`config.mk`:
```
export PLATFORM = sky130hd
export DESIGN_NAME = dcache_write_buffer
export DESIGN_NICKNAME = d
export VERILOG_FILES = /design/src/rtl/dcache_write_buffer.sv
export SDC_FILE = /design/constraint.sdc
export NUM_CORES = 1
export LEC_CHECK = 0
export ABC_AREA = 1
export CAP_MARGIN = 15
export CORE_UTILIZATION = 50
export DETAILED_ROUTE_END_ITERATION = 10
export GPL_TIMING_DRIVEN = 0
export PLACE_DENSITY_LB_ADDON = 0.15
export SKIP_CTS_REPAIR_TIMING = 1
export SLEW_MARGIN = 20
export SYNTH_ARGS = -nofsm -noshare
export SYNTH_HDL_FRONTEND = slang
export SYNTH_SLANG_ARGS = --single-unit
export TNS_END_PERCENT = 30
```
`constraint.sdc`:
```
create_clock -name clk -period 8.8 [get_ports clk]
set_input_delay 1.76 -clock clk [delete_from_list [all_inputs] [get_ports clk]]
set_output_delay 1.76 -clock clk [all_outputs]
set_load 0.1 [all_outputs]
```
`src/rtl/dcache_write_buffer.sv`:
```
// Posted store buffer between writeback and the data-cache array.
// Drains entries in FIFO order as 8-byte chunk writes; boundary-crossing stores take two chunks.
module dcache_write_buffer #(
  parameter int unsigned DEPTH = 4
) (
  input  logic        clk,
  input  logic        rst_n,
  input  logic        wr_v_i,
  input  logic [31:0] wr_address_i,
  input  logic [63:0] wr_data_i,
  input  logic [1:0]  wr_size_i,
  output logic        wr_ready_o,
  output logic        mem_req_o,
  output logic [28:0] mem_addr_o,
  output logic [63:0] mem_data_o,
  output logic [7:0]  mem_be_o,
  input  logic        mem_ack_i,
  input  logic [31:0] fwd_addr_i,
  output logic        fwd_hit_o,
  output logic        empty_o
);

  localparam int unsigned PTR_W = $clog2(DEPTH);
  localparam int unsigned CNT_W = PTR_W + 1;

  localparam logic [1:0] ST_IDLE = 2'd0;
  localparam logic [1:0] ST_LO   = 2'd1;
  localparam logic [1:0] ST_HI   = 2'd2;

  logic [31:0]      addr_q [DEPTH];
  logic [63:0]      data_q [DEPTH];
  logic [1:0]       size_q [DEPTH];
  logic [PTR_W-1:0] head_q, head_d, tail_q, tail_d;
  logic [CNT_W-1:0] count_q, count_d;
  logic [1:0]       state_q, state_d;
  logic             push, pop;

  function automatic logic [3:0] nbytes(input logic [1:0] size);
    return 4'd1 << size;
  endfunction

  function automatic logic [7:0] size_mask(input logic [1:0] size);
    logic [15:0] m;
    m = (16'd1 << nbytes(size)) - 16'd1;
    return m[7:0];
  endfunction

  function automatic logic is_split(input logic [31:0] addr, input logic [1:0] size);
    return ({1'b0, addr[2:0]} + nbytes(size)) > 4'd8;
  endfunction

  assign wr_ready_o = (count_q != CNT_W'(DEPTH));
  assign empty_o    = (count_q == '0);
  assign push       = wr_v_i & wr_ready_o;

  // Head entry chunk formatting
  logic [31:0] h_addr;
  logic [63:0] h_data;
  logic [1:0]  h_size;
  logic [2:0]  h_off;
  logic        h_split;
  logic [7:0]  h_mask;
  logic [15:0] lo_be16;

  assign h_addr  = addr_q[head_q];
  assign h_data  = data_q[head_q];
  assign h_size  = size_q[head_q];
  assign h_off   = h_addr[2:0];
  assign h_split = is_split(h_addr, h_size);
  assign h_mask  = size_mask(h_size);
  assign lo_be16 = {8'b0, h_mask} << h_off;

  always_comb begin
    mem_req_o  = 1'b0;
    mem_addr_o = '0;
    mem_data_o = '0;
    mem_be_o   = '0;
    if (state_q == ST_LO) begin
      mem_req_o  = 1'b1;
      mem_addr_o = h_addr[31:3];
      mem_data_o = h_data << {h_off, 3'b000};
      mem_be_o   = lo_be16[7:0];
    end else if (state_q == ST_HI) begin
      mem_req_o  = 1'b1;
      mem_addr_o = h_addr[31:3] + 29'd1;
      mem_data_o = h_data >> (7'd64 - {1'b0, h_off, 3'b000});
      mem_be_o   = h_mask >> (4'd8 - {1'b0, h_off});
    end
  end

  // Drain sequencing and occupancy
  always_comb begin
    state_d = state_q;
    pop     = 1'b0;
    case (state_q)
      ST_IDLE: if (count_q != '0) state_d = ST_LO;
      ST_LO: begin
        if (mem_ack_i) begin
          if (h_split) state_d = ST_HI;
          else         pop     = 1'b1;
        end
      end
      ST_HI: if (mem_ack_i) pop = 1'b1;
      default: state_d = ST_IDLE;
    endcase
    count_d = count_q + CNT_W'(push) - CNT_W'(pop);
    head_d  = head_q + PTR_W'(pop);
    tail_d  = tail_q + PTR_W'(push);
    if (pop) state_d = (count_d != '0) ? ST_LO : ST_IDLE;
  end

  always_ff @(posedge clk or negedge rst_n) begin
    if (!rst_n) begin
      state_q <= ST_IDLE;
      count_q <= '0;
      head_q  <= '0;
      tail_q  <= '0;
    end else begin
      state_q <= state_d;
      count_q <= count_d;
      head_q  <= head_d;
      tail_q  <= tail_d;
    end
  end

  always_ff @(posedge clk) begin
    if (push) begin
      addr_q[tail_q] <= wr_address_i;
      data_q[tail_q] <= wr_data_i;
      size_q[tail_q] <= wr_size_i;
    end
  end

  // Load-overlap check against every occupied entry, lo and hi chunks alike
  logic [PTR_W-1:0] rel;
  logic [28:0]      fwd_chunk;
  logic             unused_fwd_lsb;

  assign fwd_chunk      = fwd_addr_i[31:3];
  assign unused_fwd_lsb = ^fwd_addr_i[2:0];

  always_comb begin
    fwd_hit_o = 1'b0;
    rel       = '0;
    for (int unsigned i = 0; i < DEPTH; i++) begin
      rel = PTR_W'(i) - head_q;
      if ({1'b0, rel} < count_q) begin
        if ((fwd_chunk == addr_q[i][31:3]) ||
            (is_split(addr_q[i], size_q[i]) && (fwd_chunk == addr_q[i][31:3] + 29'd1)))
          fwd_hit_o = 1'b1;
      end
    end
  end

endmodule

```
; Yosys cells after proc, flatten, opt, wreduce, memory -nomap -nowiden
; Memory sizes are Yosys's and may differ from the RTL's.
; Index checks and enable logic that the tools add are counted.
; W data, S select, Z words.
[op_classes]
muxes = 28
magnitude_cmp = 9
shifts = 10
bitwise = 1
n_eq_ne = 15
add_sub_neg = 21
reduce_logical = 13
[ops]
columns = operator, n
row1 = $eq A29 B29 Y1, 8
row2 = $add A29 B1 Y29 const B, 5
row3 = $mux W64, 2
row4 = $shl A64 B6 Y64, 1
row5 = $shr A64 B7 Y64, 1
row6 = $mux W29, 2
row7 = $add A3 B4 Y4, 5
row8 = $gt A4 B4 Y1 const B, 5
row9 = $shl A1 B2 Y4 const A, 5
row10 = $mux W1, 16
row11 = $mux W8, 2
row12 = $lt A2 B3 Y1, 4
row13 = $ne A3 B3 Y1 const B, 4
row14 = $mux W2, 4
row15 = $shl A1 B4 Y8 const A, 1
row16 = $shl A8 B3 Y8, 1
row17 = $shr A8 B4 Y8, 1
row18 = $sub A8 B1 Y8 const B, 1
row19 = $sub A7 B6 Y7 const A, 1
row20 = $pmux W2 S3, 1
row21 = $reduce_bool A3 Y1, 2
row22 = $add A2 B1 Y2, 2
row23 = $logic_and A1 B1 Y1, 4
row24 = $logic_or A1 B1 Y1, 4
row25 = other kinds (13), 15
[word_totals]
inputBits = 134
mem_bits_rw = 392
reg_bits = 9
wordCells = 104
mem_count = 3
output_inout_bits = 105
[mem_list]
columns = memory, depth, word_bits, read_ports, rd_clocked_by_memory_dff, wr, line
row1 = data_q, 4, 64, 1, 0, 1, 31  ; logic [63:0] data_q [DEPTH];
row2 = addr_q, 4, 32, 5, 0, 1, 30  ; logic [31:0] addr_q [DEPTH];
row3 = size_q, 4, 2, 5, 0, 1, 32  ; logic [1:0] size_q [DEPTH];

; Depth between registers and ports, before layout
[depth]
ltp_word = 13
ltp_mapped = 29

; Worst setup path after synthesis
; No wires, ideal clock.
[synth_timing]
path_type = input-to-reg
from = in wr_v_i
to = mem addr_q[0][0] (enable)
path_slack_ns = -0.455
stages = 2
setup_time_ns = 0.675
required_time_ns = 8.125
n_path_buf = 0
t_arrival_ns = 8.580
cell_sequence = nand2_1 > nor3_1
[synth_via]
elab_chain_len = 3
[synth_lines]
columns = item, line
row1 = from (decl), 8  ; input logic wr_v_i,
row2 = $and A1 B1 Y1, 54  ; assign push = wr_v_i & wr_ready_o;
row3 = $mux W1, 127  ; if (push) begin
row4 = $mux W1 (implied by the code), 128  ; addr_q[tail_q] <= wr_address_i;
row5 = to (decl), 30
; Every way passes these cells.

; Final worst setup path
[layout_timing]
from = reg head_q[0]
to = out mem_data_o[28]
[layout_via]
elab_chain_len = 5
[layout_lines]
columns = item, line
row1 = from (decl), 33  ; logic [PTR_W-1:0] head_q, head_d, tail_q, tail_d;
row2 = from (signal assigned), 116  ; head_q <= '0;
row3 = from (signal assigned), 121  ; head_q <= head_d;
row4 = $mem_v2 Z4 W32, n/a
row5 = $sub A7 B6 Y7, 86  ; mem_data_o = h_data >> (7'd64 - {1'b0, h_off, 3'b000});
row6 = $shr A64 B7 Y64, 86
row7 = $mux W64, 83  ; end else if (state_q == ST_HI) begin
row8 = $mux W64 (*), 78  ; if (state_q == ST_LO) begin
row9 = to (decl), 15  ; output logic [63:0] mem_data_o,
; Every way passes the cells marked *; elsewhere a longest branch is shown, timed or not.

==> reports/results.env <==
TRITONCTS.NUM_BUFFERS=40
WORSTHOLDENDPOINT='tail_q[1]'
FAILED_CHECKS='negative setup slack'
POSTSYNTHREGISTERBITS=401
MAX-CLOCK-PATH-BUFFERS=3
CP-START-KIND='flop'
DIE_HEIGHT_UM=226
CP_COMMON_CELL='clkbuf_1'
TIMING.CRITICAL_PATH.FANOUT_MAX=11
REPORT.FINAL.HOLD_VIOL_COUNT=0
PRE_ANTENNA_DRT_ITERS=7
TOP_LEVEL_PORTS=239
GR-USAGE-ALL-LAYERS=0.409
FLOORPLAN.CORE_AREA_UM2=49400
CRITPATHTOPFAMILY='buffers and inverters'
CLOCK_TREE.HTREE_LEVEL_COUNT=2
DRTITER0DRC=2902
DRC=0
CRITICAL_PATH.ENDPOINT_TYPE='primary output'
ROUTED_WIRELENGTH_MM=105
WORST_PATH_MAX_DELAY_CELL='clkdlybuf4s50_1'
CPPEAKSTAGEDELAY_NS=1.18
ANTENNA_FOUND_INITIAL=3
SYNTH_LARGEST_AREA_CELL='edfxtp_1'
DIE-AREA_UM2=51300
SLEW_VIOL_FINAL=0
VIASPERCELL=6.05
MIN_PERIOD_NS=8.80
SYNTH_TO_LAYOUT_AREA_GROWTH_PCT=19.3
WORSTREG2REGSTART='head_q[0]'
SYNTHESIS.NETS=3342
PORT-BUFFER-COUNT=230
TIMING.REG2REG.WORST_PATH_DEPTH=25
SYNTHARSTFLOPSHARE=0.0224
MIN-DELAY-PATH-CLASS='flop to flop'
POST_SYNTH_INSTANCE_AREA_UM2=25200
CRITPATHKIND='flop to primary output'
CAP_VIOLATIONS=0
N_FILL_CELL=4333
TIMING.HOLD.WORST_PATH_DEPTH=1
POST_SYNTH.CELL_AREA_AVG_UM2=7.95
SYNTH_SEQ_AREA_SHARE=0.476
TRITONCTS_NUM_SINKS=401
TIMING.SLEW.HEADROOM=0.210
FIN_WS_NS=-0.00484
SYNTH.YOSYS.WARNINGS=0
CLOCK_TREE_FROM_TRITONCTS='yes'
INITIAL_CORE_UTIL=0.511
GRT_REMAINING_OVERFLOW=0
CRITICAL_PATH_REQUIRED_NS=7.04
SETUP_TNS_NS=-0.00484
ROUTE.ANTENNA.REMAINING_NETS=0
FINAL_LAYOUT_SIZE_SUFFIX_GT1_FRAC=0.0614
GRT_START_MAX_NET_PINS=16
SETUP_VIOL=1
OUTCOME='complete, but fails checks'
GP_CONGESTION=1.05
PLACEMENT_ROWS=81
CLOCK_LATENCY_NS=0.61
CRIT_PATH_CELL_TRACE='nor2_2, inv_2, o22ai_1, a21oi_1, o21ai_2, clkbuf_1, clkbuf_1, ha_1, clkbuf_1, inv_1, clkbuf_1, clkbuf_1, nand2_1, nand2_1, nand2_1, nand3_1, clkdlybuf4s50_1'
DIE_WIDTH_UM=226
SYNTH_FLOP_CELL='edfxtp_1'
YOSYSTOPAREACELLSHARE=0.467
FINALHOLDWORSTSLACK_NS=0.575
CP_NUM_BUF_INV=8
R2R_END='state_q[0]'
GRT_SETUP_UNREPAIRED='true'
FIN_WORST_SKEW_NS=0.0299
DESIGN.FINAL.NETS=3664
CTS.ROOT.BUFFER_CELL='clkbuf_16'
POST_SYNTHESIS_INSTANCE_TOTAL=3169
CLOCK.FMAX_MHz=114
TIGHTEST_SLEW_NS=1.18
FIN_UTIL=0.609
TIMING.CRITICAL_PATH.ARRIVAL_NS=7.04
FF2FF_SETUP_SLACK_NS=3.23
CTS.CLK_SLEW.WORST_PATHS_NS=0.06
VIAS_AFTER_DETAILED_ROUTING=25300
YOSYSUNIQUECELLTYPES=50
DETAIL_ROUTE.WL_PER_CELL_UM=25.2
FIRST_GLOBAL_VIAS=24200
POST-DP-HPWL_MM=81.4
YOSYS-TOP-CELLS-AREA='edfxtp_1 47%, nand2_1 16%, nor2_1 5.4%'
SYNTH_ENABLE_FLOP_CELLS=392
LAYOUT_WORST_PATH_CYCLE_SHARE=1.00
HOLDCRITSTARTPOINT='tail_q[1]'
WIRE_LENGTH_OF_THE_FIRST_GLOBAL_ROUTING_PASS_MM=151
[layer usage]
metal | share of wire | track usage | vias to the layer above
li1 | - | - | 11300
met1 | 0.35 | 0.467 | 11800
met2 | 0.47 | 0.678 | 1744
met3 | 0.10 | 0.0886 | 416
met4 | 0.083 | 0.297 | 2
met5 | 0.00012 | 0 | -
[through the flow]
stage | cell area, um^2 | std cells | setup slack [ns]
finish | 30100 | 4185 | -0.00484
global route | 30000 | 4184 | -0.0108
CTS | 30000 | 4184 | -0.0647
detailed placement | 28800 | 4113 | 0.574
global placement | 28300 | 4063 | -6.27
floorplan | 25200 | 3169 | -0.455
[area by class of cell]
class / instances / area [um^2] / share of cell area
antenna: 1 / 2.50 / 0.0000833
buffer: 107 / 478 / 0.0159
clock buffer: 43 / 1010 / 0.0337
clock inverter: 28 / 278 / 0.00924
inverter: 298 / 1120 / 0.0372
multi-input combinational: 2363 / 11600 / 0.387
sequential: 401 / 12000 / 0.399
tap: 664 / 831 / 0.0276
timing repair buffer: 280 / 2710 / 0.0902
[cells in the final DEF, fill, tap and decap left out, drive strengths merged, types with 7 or more instances in the layout]
cell type / count
ha: 33
or2: 12
nand4: 58
o211ai: 53
nand3: 252
o22ai: 31
a22oi: 96
nand3b: 11
clkdlybuf4s50: 226
clkinv: 23
dfrtp: 9
nor4: 10
nand2: 1073
a31oi: 11
edfxtp: 392
a21oi: 57
o21ai: 92
inv: 297
o21bai: 10
buf: 97
xnor2: 33
nor2: 374
clkbuf: 104
nor3: 42
xor2: 79
o221ai: 7
[flip-flops by register name, summed over array words and instances (netlist names)]
| register | cells |
|---|---|
| data_q | 256 |
| state_q | 2 |
| tail_q | 2 |
| addr_q | 128 |
| head_q | 2 |
| count_q | 3 |
| size_q | 8 |
[worst max-delay path by stage]
stage / startpoint / end / slack (ns) / cells past startpoint
floorplan: wr_v_i / addr_q[0][0] / -0.46 / 2
global placement: wr_v_i / data_q[1][11] / -6.27 / 3
detailed placement: head_q[0] / mem_be_o[0] / 0.57 / 15
CTS: head_q[0] / mem_be_o[0] / -0.06 / 15
global route: head_q[0] / mem_data_o[7] / -0.01 / 16
finish: head_q[0] / mem_data_o[28] / -0.005 / 17
[cells in the mapped netlist, drive strengths merged (6+ instances only)]
cell type	instances
a21oi	57
a22oi	96
a31oi	11
buf	47
clkbuf	60
dfrtp	9
edfxtp	392
fa	6
ha	33
inv	293
nand2	1073
nand3	252
nand3b	11
nand4	58
nor2	374
nor3	42
nor4	10
o211ai	53
o21ai	92
o21bai	10
o221ai	7
o22ai	31
or2	12
xnor2	33
xor2	79
[logic make-up (layout without fill, tap and decap cells)]
kind of cell | Yosys count | after routing | share of synthesized area
simple gates | 1839 | 1839 | 0.305
buf+inv | 405 | 756 | 0.0634
flops | 401 | 401 | 0.476
compound gates | 373 | 373 | 0.0955
xor+xnor | 112 | 112 | 0.0392
fa+ha+maj | 39 | 39 | 0.0212
other cells | 0 | 1 | 0
Power is left out: the tool's default activity adds up to more than one toggle a clock period on the data nets, which glitch-free logic cannot reach.
